## config.mk

```make
export PLATFORM = sky130hd
export DESIGN_NAME = stream_fifo
export DESIGN_NICKNAME = d
export VERILOG_FILES = /design/src/rtl/lcd_fifo_pkg.sv /design/src/rtl/fifo_mem.sv /design/src/rtl/stream_fifo.sv
export SDC_FILE = /design/constraint.sdc
export NUM_CORES = 1
export LEC_CHECK = 0
export CELL_PAD_IN_SITES_DETAIL_PLACEMENT = 0
export CELL_PAD_IN_SITES_GLOBAL_PLACEMENT = 2
export CORE_MARGIN = 5
export CORE_UTILIZATION = 40
export DETAILED_ROUTE_END_ITERATION = 16
export GPL_ROUTABILITY_DRIVEN = 0
export PLACE_DENSITY_LB_ADDON = 0.3
export SLEW_MARGIN = 20
export SYNTH_ARGS = -nofsm -noshare
export SYNTH_HDL_FRONTEND = slang
export SYNTH_HIERARCHICAL = 1
export SYNTH_SLANG_ARGS = --single-unit
```

## constraint.sdc

```tcl
create_clock -name clk -period 5.9 [get_ports clk]
set_clock_uncertainty 0.1 [all_clocks]
set_input_delay 1.77 -clock clk [delete_from_list [all_inputs] [get_ports clk]]
set_output_delay 1.77 -clock clk [all_outputs]
set_load 0.1 [all_outputs]
```

## src/rtl/lcd_fifo_pkg.sv

```systemverilog
// Shared definitions for the LCD command path FIFOs.
//   CMD_WIDTH      : width of one {dc, byte} command word.
//   ptr_width()    : width of a FIFO pointer / level for a given depth.
//                    One extra bit beyond the index lets full and empty be told apart.
package lcd_fifo_pkg;

  localparam int CMD_WIDTH = 9;

  function automatic int ptr_width(input int depth);
    return $clog2(depth) + 1;
  endfunction

endpackage

```

## src/rtl/fifo_mem.sv

```systemverilog
// DEPTH x WIDTH storage array for stream_fifo.
// One synchronous write port and one asynchronous read port. The array is not reset.
// Ports:
//   clk         : clock
//   write_en    : store write_data at write_addr on the rising edge
//   write_addr  : write index
//   write_data  : word to store
//   read_addr   : read index
//   read_data   : word at read_addr (combinational)
module fifo_mem #(
  parameter int DEPTH = 16,
  parameter int WIDTH = 9,
  parameter int AW    = $clog2(DEPTH)
) (
  input  logic             clk,
  input  logic             write_en,
  input  logic [AW-1:0]    write_addr,
  input  logic [WIDTH-1:0] write_data,
  input  logic [AW-1:0]    read_addr,
  output logic [WIDTH-1:0] read_data
);

  logic [WIDTH-1:0] mem [DEPTH];

  always_ff @(posedge clk) begin
    if (write_en) begin
      mem[write_addr] <= write_data;
    end
  end

  assign read_data = mem[read_addr];

endmodule

```

## src/rtl/stream_fifo.sv

```systemverilog
// Valid/ready FIFO between the command sequencer and the SPI LCD serialiser.
// Supports registered or first-word-fall-through reads, occupancy level,
// almost-full/almost-empty flags, synchronous flush and a high-water mark.
// Ports:
//   clk, rst_n                : clock, asynchronous active-low reset
//   flush                     : synchronous clear of contents (wins over read/write)
//   hwm_clr                   : load max_level with the current level
//   write_valid/ready/data    : producer side
//   read_valid/ready/data     : consumer side
//   level                     : occupancy 0..DEPTH
//   max_level                 : highest level since reset, flush or hwm_clr
//   almost_full, almost_empty : threshold flags decoded from level
module stream_fifo
  import lcd_fifo_pkg::*;
#(
  parameter int DEPTH         = 16,
  parameter int WIDTH         = CMD_WIDTH,
  parameter int FWFT          = 0,
  parameter int AFULL_THRESH  = DEPTH - 2,
  parameter int AEMPTY_THRESH = 2
) (
  input  logic                         clk,
  input  logic                         rst_n,
  input  logic                         flush,
  input  logic                         hwm_clr,
  input  logic                         write_valid,
  output logic                         write_ready,
  input  logic [WIDTH-1:0]             write_data,
  output logic                         read_valid,
  input  logic                         read_ready,
  output logic [WIDTH-1:0]             read_data,
  output logic [ptr_width(DEPTH)-1:0]  level,
  output logic [ptr_width(DEPTH)-1:0]  max_level,
  output logic                         almost_full,
  output logic                         almost_empty
);

  localparam int LW = ptr_width(DEPTH);
  localparam int AW = $clog2(DEPTH);
  localparam logic [LW-1:0] FULL_LEVEL = LW'(DEPTH);
  localparam logic [LW-1:0] AF_LEVEL   = LW'(AFULL_THRESH);
  localparam logic [LW-1:0] AE_LEVEL   = LW'(AEMPTY_THRESH);

  logic [LW-1:0]    wr_ptr, rd_ptr;
  logic [LW-1:0]    wr_ptr_nxt, rd_ptr_nxt, level_nxt;
  logic             wr_fire, rd_fire;
  logic [WIDTH-1:0] head_data;

  // Handshake flags come only from the registered pointers, never from the
  // opposite side's valid/ready, so there is no bypass when full or empty.
  assign level        = wr_ptr - rd_ptr;
  assign write_ready  = (level != FULL_LEVEL);
  assign read_valid   = (level != '0);
  assign almost_full  = (level >= AF_LEVEL);
  assign almost_empty = (level <= AE_LEVEL);

  // A flush discards any same-cycle transfer on either side.
  assign wr_fire = write_valid & write_ready & ~flush;
  assign rd_fire = read_valid & read_ready & ~flush;

  // Next pointer values; the next level feeds the high-water mark.
  always_comb begin
    wr_ptr_nxt = wr_ptr;
    rd_ptr_nxt = rd_ptr;
    if (flush) begin
      wr_ptr_nxt = '0;
      rd_ptr_nxt = '0;
    end else begin
      if (wr_fire) wr_ptr_nxt = wr_ptr + LW'(1);
      if (rd_fire) rd_ptr_nxt = rd_ptr + LW'(1);
    end
    level_nxt = wr_ptr_nxt - rd_ptr_nxt;
  end

  // Pointer registers.
  always_ff @(posedge clk or negedge rst_n) begin
    if (!rst_n) begin
      wr_ptr <= '0;
      rd_ptr <= '0;
    end else begin
      wr_ptr <= wr_ptr_nxt;
      rd_ptr <= rd_ptr_nxt;
    end
  end

  // High-water mark: hwm_clr restarts tracking from the present occupancy.
  always_ff @(posedge clk or negedge rst_n) begin
    if (!rst_n) begin
      max_level <= '0;
    end else if (flush) begin
      max_level <= '0;
    end else if (hwm_clr) begin
      max_level <= level;
    end else if (level_nxt > max_level) begin
      max_level <= level_nxt;
    end
  end

  fifo_mem #(
    .DEPTH (DEPTH),
    .WIDTH (WIDTH),
    .AW    (AW)
  ) u_mem (
    .clk        (clk),
    .write_en   (wr_fire),
    .write_addr (wr_ptr[AW-1:0]),
    .write_data (write_data),
    .read_addr  (rd_ptr[AW-1:0]),
    .read_data  (head_data)
  );

  generate
    if (FWFT != 0) begin : g_fwft
      assign read_data = head_data;
    end else begin : g_reg
      logic [WIDTH-1:0] read_data_q;

      // Registered mode captures the head on the read handshake and holds it
      // until the next one; a flush leaves it untouched.
      always_ff @(posedge clk or negedge rst_n) begin
        if (!rst_n) begin
          read_data_q <= '0;
        end else if (rd_fire) begin
          read_data_q <= head_data;
        end
      end

      assign read_data = read_data_q;
    end
  endgenerate

endmodule

```

==> key figures, run 1 <==
Floorplanning
  – I/O pin count: 38
  – Row count: 49
  – Die H: about 150 microns
  – Die W: 145.8 microns
  – Core Area: ~18000 sq um
  – Die area: 21260 sq um
  – Initial core utilization: 0.4080

Synth
  – Netlist Area Pre-Place: 7380 sq um
  – Compound-cell area share of the yosys netlist: 0.04730
  – Share of the yosys chip area belonging to registers: 0.6673
  – Yosys warning count: 6
  – Ys async rst share: 0.1429
  – Post-Synth XOR/XNOR Area: 0.01746
  – Adder-cell share of the synthesized area: 0.03086
  – Register bit count reported by yosys: 168
  – Synth Area in Simple Gates: 0.06782
  – Dominant combinational cell family by area after synthesis: multiplexers
  – Dominant synthesized flop cell: edfxtp_1
  – Synth cell types: 60
  – Syn Nets: about 460
  – Gate count after technology mapping: between 400 and 500
  – Avg Cell Area, Syn: ~17 sq um
  – Number of enable-type register cells in the synthesized netlist: about 140
  – Post-synthesis mux area share: 0.1411

Critical path
  – Critical Path Fanout Max: 4
  – Flop-to-flop setup slack: approximately 0.53 ns
  – Startpoint types: input port
  – Critical path data arrival time: approximately 5.6 ns
  – Worst setup EP type: flop
  – Critical path type: input port to flop
  – Data required, critical path: a little over 6 ns

Finish
  – Area growth, synth to finish: 17.68%
  – Nets: roughly 510
  – # diodes: 0
  – Fill count: 1537
  – Final core utilization: 0.4802
  – Post-Layout Cell Count: around 720
  – Most common cell after layout, fill and taps aside: edfxtp_1
  – Commonest non-fill, non-tap cells in the layout: 144 x edfxtp_1, 29 x clkdlybuf4s50_1, 23 x nor2_1, 23 x dfrtp_1, 21 x mux4_2
  – Share of cells above drive strength 1: 0.2020
  – Fin area: ~8700 sq um

Clock tree
  – Reg clk slew, reported paths: 0.06 ns
  – CTS tree: built
  – Buffer levels on the longest clock path: 2
  – CTS Sinks: between 150 and 200
  – Clk_lat worst skew: 0.42 ns
  – Clock buffer count from CTS: 17
  – H-tree depth: 4
  – Post-CTS Hold Buffers: 0
  – Root Driver: clkbuf_16

STA
  – Final Hold Viols: 0
  – Crit share post-route: 0.9125
  – Rel. slew slack: 0.2733
  – Fin Setup TNS: 0 ns
  – Worst slew pin tran: between 1 and 1.5 ns
  – Unrepaired setup endpoints after global routing: false
  – Slew Limit Fails: 0
  – Final WS setup: ~0.52 ns
  – Crit path time final: around 5.4 ns
  – Max Freq: around 190 MHz
  – # setup viols final: 0

Placement
  – PortBufs: 37
  – Hpwl dp: around 10000 microns
  – Placed cell count: between 600 and 700
  – Pre-CTS setup slack: between 0.1 and 0.15 ns
  – DP Area: ~8000 sq um

Drt
  – # DRC: 0
  – Number of vias per cell: 5.471
  – Routed len/inst: between 20 and 25 microns
  – Vias post-DR: 3961
  – Post-DRT Antenna Nets: 0
  – WL final: around 15000 microns
  – DRT iter0 DRCs: approximately 180
  – Drt pass-1 iters: 5

Status
  – Status: finished clean

GRT
  – Largest net degree at the start of global routing: 40
  – Total grt overflow: 0
  – Vias in the first global route: between 4000 and 5000
  – Global-route wire length before repair: between 20000 and 25000 microns
  – Initial antenna violation count: 0
  – Gr usage total: 0.1490

Power
  – Leakage: between 3 and 4 nW
  – Pwr dens: about 540 nW/um^2
  – Peak VDD IR: approximately 0.75 mV

Run
  – Max Cap Viol: 0

Hold path
  – HP Class: flop to flop
==> worst max-delay path: stages <==
cell and delay, ns:
clkdlybuf4s50_1 0.54, nand2_1 0.09, or3_4 0.36, a21oi_2 0.17
inv_1 0.06, ha_1 0.30, a21o_1 0.22, a2111o_1 0.38
mux2_2 0.27, and3_1 0.15, ha_1 0.28, o21a_1 0.11
o21a_1 0.12, o22a_1 0.18, nand2b_1 0.06, mux2_1 0.29
a221oi_1 0.23
==> final timing paths <==
kind	endpoint	startpoint	depth (start not counted)
worst max-delay path	max_level[4]$_DFFE_PN0P_	read_ready	17
worst min-delay path	read_data[2]$_DFFE_PN0N_	read_data[2]$_DFFE_PN0N_	1
worst max register to register	max_level[4]$_DFFE_PN0P_	wr_ptr[0]$_DFF_PN0_	24
worst min register to register	read_data[2]$_DFFE_PN0N_	read_data[2]$_DFFE_PN0N_	1
max in group asynchronous	rd_ptr[0]$_DFF_PN0_	rst_n	2
min in group asynchronous	read_data[3]$_DFFE_PN0N_	rst_n	2
==> sequential cells by signal (all words and copies together), names as in the netlist <==
signal     flops
u_mem/mem    144
rd_ptr         5
read_data      9
max_level      5
wr_ptr         5
==> report_power, final <==
group / internal (mW) / switching [mW]
Clock: 0.775 / 0.421
Sequential: 1.37 / 0.0501
Combinational: 0.701 / 1.41
==> kinds of logic (layout without fill, tap and decap cells) <==
family / after synthesis / count (layout)
XOR/XNOR: 13 / 13
adder cells (fa/ha/maj): 17 / 17
buffers and inverters: 38 / 104
AND/OR/NAND/NOR: 95 / 95
AO/OA/AOI/OAI: 46 / 46
flip-flops: 168 / 168
multiplexers: 52 / 52
==> area by class of cell <==
cell class	instances	area [sq um]	share of cell area
sequential	168	4926	0.5672
multi-input combinational	223	2286	0.2632
timing repair buffer	50	460.4	0.05302
clock buffer	24	471.7	0.05431
clock inverter	8	171.4	0.01974
tap	229	286.5	0.03299
inverter	22	82.58	0.009509
==> Yosys cell counts, types with 2 or more instances <==
library cell  number  area share
dfrtp_1           24       0.081
xor2_1             3      0.0036
or2_1              2      0.0017
mux2_2            10       0.015
a22oi_1           18       0.018
nor2_1            24       0.012
nand3b_1           4      0.0041
nor2b_1            6      0.0051
o21a_1             3      0.0031
mux4_1            15       0.053
or3_1              2      0.0017
nand3_1            5      0.0034
a31oi_1            2      0.0017
and3_1             3      0.0025
nand2b_1           4      0.0034
nand4_1            4      0.0034
a211oi_1           2      0.0020
or2_2              5      0.0042
inv_1             20       0.010
a21oi_1            5      0.0034
mux2i_1            5      0.0068
nand2_1           20       0.010
and2_1             3      0.0025
xor2_2             2      0.0044
fa_1               2      0.0054
ha_1              15       0.025
inv_2              2      0.0010
xnor2_1            8      0.0095
o21ai_0            2      0.0014
nor3_1             6      0.0041
a21oi_2            2      0.0024
edfxtp_1         144        0.59
a21o_1             2      0.0020
buf_2              2      0.0014
mux4_2            21       0.064
buf_6              3      0.0046
clkbuf_1           6      0.0031
==> stage by stage <==
stage	power (mW)	hold slack, ns
final	4.732	0.4031
after global routing	4.956	0.4217
after CTS	4.780	0.4068
after detailed placement	3.574	0.3929
after global placement	3.563	0.3888
after floorplan	3.070	0.4608
==> per-layer routing <==
metal	share of wire	routed length, microns	GRT usage	up-vias
li1	-	-	-	1794
met1	0.46	7011	0.1996	2069
met2	0.50	7615	0.2468	84
met3	0.028	424	0.02554	14
met4	0.012	186	0.05223	0
met5	0	0	0	-
==> what timing repair did <==
action | CTS | global route
buffers inserted | 0 | 0
hold endpoints to repair | 0 | 0
setup endpoints to repair | 0 | 1
gates resized for setup | 0 | 1
Power figures use the tool's default switching activity.
==> run 2, diff against run 1 <==
- CORE_ASPECT_RATIO: unset -> 0.6
- RECOVER_POWER: unset -> 50
==> run 2 against run 1 <==
Setup slack lost 0.17 ns. Register-to-register slack got worse by 0.18 ns. Global-route usage up 1.4 points. First-iteration DRC count is 110% higher. Critical path type is now flop to flop. Critical path depth is 7 higher. Clock-buffer cell count shrank 7. Sequential share of layout area rose by 0.31 points. Critical endpoint unchanged.
==> key figures, run 2 (synthesized netlist as in run 1, its figures left out) <==
Status
  – Status: finished clean

Floorplanning
  – Core Area: 18110 sq um (+0.16%)
  – Die H: 115.2 microns (-21%)
  – Initial core utilization: 0.4074 (-0.0006482)
  – Die W: 185.4 microns (+27%)
  – Die area: 21350 sq um (+0.42%)
  – I/O pin count: 38 (unchanged)
  – Row count: 38 (-22%)

Finish
  – Max reg flops: 144 (unchanged)
  – Area growth, synth to finish: 17.04%
  – Largest Register: u_mem/mem
  – Post-Layout Cell Count: 736 (+1.7%)
  – Share of cells above drive strength 1: 0.2056 (+0.003625)
  – Fill count: 1524 (-0.85%)
  – Most common cell after layout, fill and taps aside: edfxtp_1
  – Sequential cell area: 4926 sq um (unchanged)
  – Nets: 515 (+0.19%)
  – Commonest non-fill, non-tap cells in the layout: 144 x edfxtp_1, 23 x nor2_1, 23 x dfrtp_1, 21 x inv_1, 21 x mux4_2
  – # diodes: 0 (unchanged)
  – Area of the multi-input gates: 2286 sq um (unchanged)

Critical path
  – Critical Path Fanout Max: 11 (+7)
  – Critical path data arrival time: 5.78 ns (+0.18 ns)
  – Critical path type: flop to flop
  – Worst setup EP type: flop
  – Data required, critical path: 6.13 ns (about the same)
  – Startpoint types: flop

STA
  – Fin Setup TNS: 0 ns (unchanged)
  – # setup viols final: 0 (unchanged)
  – Rel. slew slack: 0.1084 (-0.1649)
  – Slew Limit Fails: 0 (unchanged)
  – Final WS setup: 0.3502 ns (-0.1660 ns)
  – WHS: 0.4079 ns (+0.004776 ns)
  – Crit path time final: 5.550 ns (+0.1660 ns)
  – Max Freq: 180.2 MHz (-3.0%)
  – Worst slew pin tran: 1.337 ns (+0.2514 ns)
  – Crit share post-route: 0.9406 (+0.02813)
  – Unrepaired setup endpoints after global routing: false
  – Final Hold Viols: 0 (unchanged)

Drt
  – Number of vias per cell: 5.482 (+0.21%)
  – DRT iter0 DRCs: 374 (+110%)
  – # DRC: 0 (unchanged)
  – Routed len/inst: 22.12 microns (+5.1%)
  – WL final: 16280 microns (+6.9%)
  – Post-DRT Antenna Nets: 0 (unchanged)
  – Vias post-DR: 4035 (+1.9%)
  – Drt pass-1 iters: 5 (unchanged)

Clock tree
  – Post-CTS Hold Buffers: 0 (unchanged)
  – Clock buffer count from CTS: 17 (unchanged)
  – CTS tree: built
  – Root Driver: clkbuf_16
  – Setup Buffers After CTS: 0 (unchanged)
  – Clk_lat worst skew: 0.43 ns (about the same)
  – H-tree depth: 4 (unchanged)
  – CTS Sinks: 168 (unchanged)
  – Resized cells post-CTS: 0 (unchanged)
  – Reg clk slew, reported paths: 0.07 ns (about the same)
  – Buffer levels on the longest clock path: 2 (unchanged)

Power
  – Comb power frac: 0.464 (+0.017)
  – Power share of the clock group: 0.230 (-0.023)
  – Design Power: 4.665 mW (-1.4%)
  – Net switching power: 2.028 mW (+7.6%)
  – Leakage: 2.998 nW (-0.89%)
  – Pwr dens: 540.1 nW/um^2 (-0.88%)
  – Switching Share: 0.4348 (+0.03639)
  – Peak VDD IR: 0.4804 mV (-36%)
  – Int Power: 2.636 mW (-7.4%)
  – Sequential power share: 0.306 (+0.006)

Placement
  – Pre-CTS setup slack: 0.09320 ns (-0.007481 ns)
  – Placed cell count: 704 (+1.7%)
  – PortBufs: 37 (unchanged)
  – Hpwl dp: 11190 microns (+9.3%)

GRT
  – Initial antenna violation count: 0 (unchanged)
  – Vias in the first global route: 4068 (-1.6%)
  – Gr usage total: 0.1632 (+0.01422)
  – Gr busiest metal: met1
  – Largest net degree at the start of global routing: 40 (unchanged)
  – Met1 Use GR: 0.2630 (+0.06334)
  – Met2 Use GR: 0.2177 (-0.02909)
  – Met3 global-route usage: 0.04426 (+0.01872)
  – Total grt overflow: 0 (unchanged)
  – Global-route wire length before repair: 25330 microns (+5.5%)

Hold path
  – HP Class: flop to flop

Run
  – Max Cap Viol: 0 (unchanged)
[run 2: changes by cell type in the layout (fill, tap and decap cells not counted), sizes merged]
cell,before,now
buf,21,20
bufinv,5,0
clkbuf,24,19
clkdlybuf4s50,29,19
clkinv,2,5
clkinvlp,1,2
dlygate4sd3,0,10
inv,22,30
[run 2: layout make-up]
class	instances	share of cell area
inverter	22	0.009561
clock inverter	15	0.01811
tap	240	0.03477
timing repair buffer	51	0.05331
sequential	168	0.5703
clock buffer	17	0.04925
multi-input combinational	223	0.2647
[run 2: metal layers]
metal  share of wire  wire [microns]  vias to the layer above
li1                -               -                     1813
met1            0.51            8326                     2093
met2            0.41            6631                      113
met3           0.072            1172                       16
met4          0.0092             150                        0
met5               0               0                        -
[run 2: power by group through the flow]
stage / Combinational [mW] / Clock [mW] / Sequential, mW
floorplan: 1.30 / 0 / 1.77
global placement: 2.14 / 0 / 1.45
detailed placement: 2.15 / 0 / 1.45
CTS: 2.16 / 1.10 / 1.43
global route: 2.30 / 1.16 / 1.44
finish: 2.16 / 1.08 / 1.43
[run 2: critical path: stages, from the launching register on]
cell and delay, ns:
dfrtp_1 0.52, inv_1 0.11, ha_1 0.19, inv_1 0.06
fa_1 0.46, xor2_4 0.32, nor3_4 0.10, o221a_4 0.18
nand2b_4 0.19, or3_1 0.37, xnor2_1 0.13, or2_2 0.31
ha_1 0.31, buf_4 0.17, nor2_1 0.11, nand3_1 0.08
mux2_2 0.29, and3_1 0.15, ha_1 0.29, o21a_1 0.12
o21a_1 0.13, o22a_1 0.18, nand2b_1 0.06, mux2_1 0.30
a221oi_1 0.22
[run 2: path summary, 6_finish.rpt]
kind,start,slack (ns),cells past startpoint,endpoint
max,wr_ptr[0]$_DFF_PN0_,0.35,24,max_level[4]$_DFFE_PN0P_
min,read_data[1]$_DFFE_PN0N_,0.41,1,read_data[1]$_DFFE_PN0N_
max reg2reg,wr_ptr[0]$_DFF_PN0_,0.35,24,max_level[4]$_DFFE_PN0P_
min reg2reg,read_data[1]$_DFFE_PN0N_,0.41,1,read_data[1]$_DFFE_PN0N_
max in group asynchronous,rst_n,2.75,2,rd_ptr[0]$_DFF_PN0_
min in group asynchronous,rst_n,2.07,2,max_level[1]$_DFFE_PN0P_
[run 2: through the flow]
stage | cell area (sq um) | utilization
2_1_floorplan | 7410 | -
3_3_place_gp | 8054 | 0.4446
3_5_place_dp | 8054 | 0.4446
4_1_cts | 8636 | 0.4767
5_1_grt | 8637 | 0.4768
6_report | 8637 | 0.4768
==> run 3, diff against run 2 <==
- SKIP_LAST_GASP: unset -> 1
==> results of run 3 <==
Same layout as run 2: the final DEF is identical, and so are final timing and power.
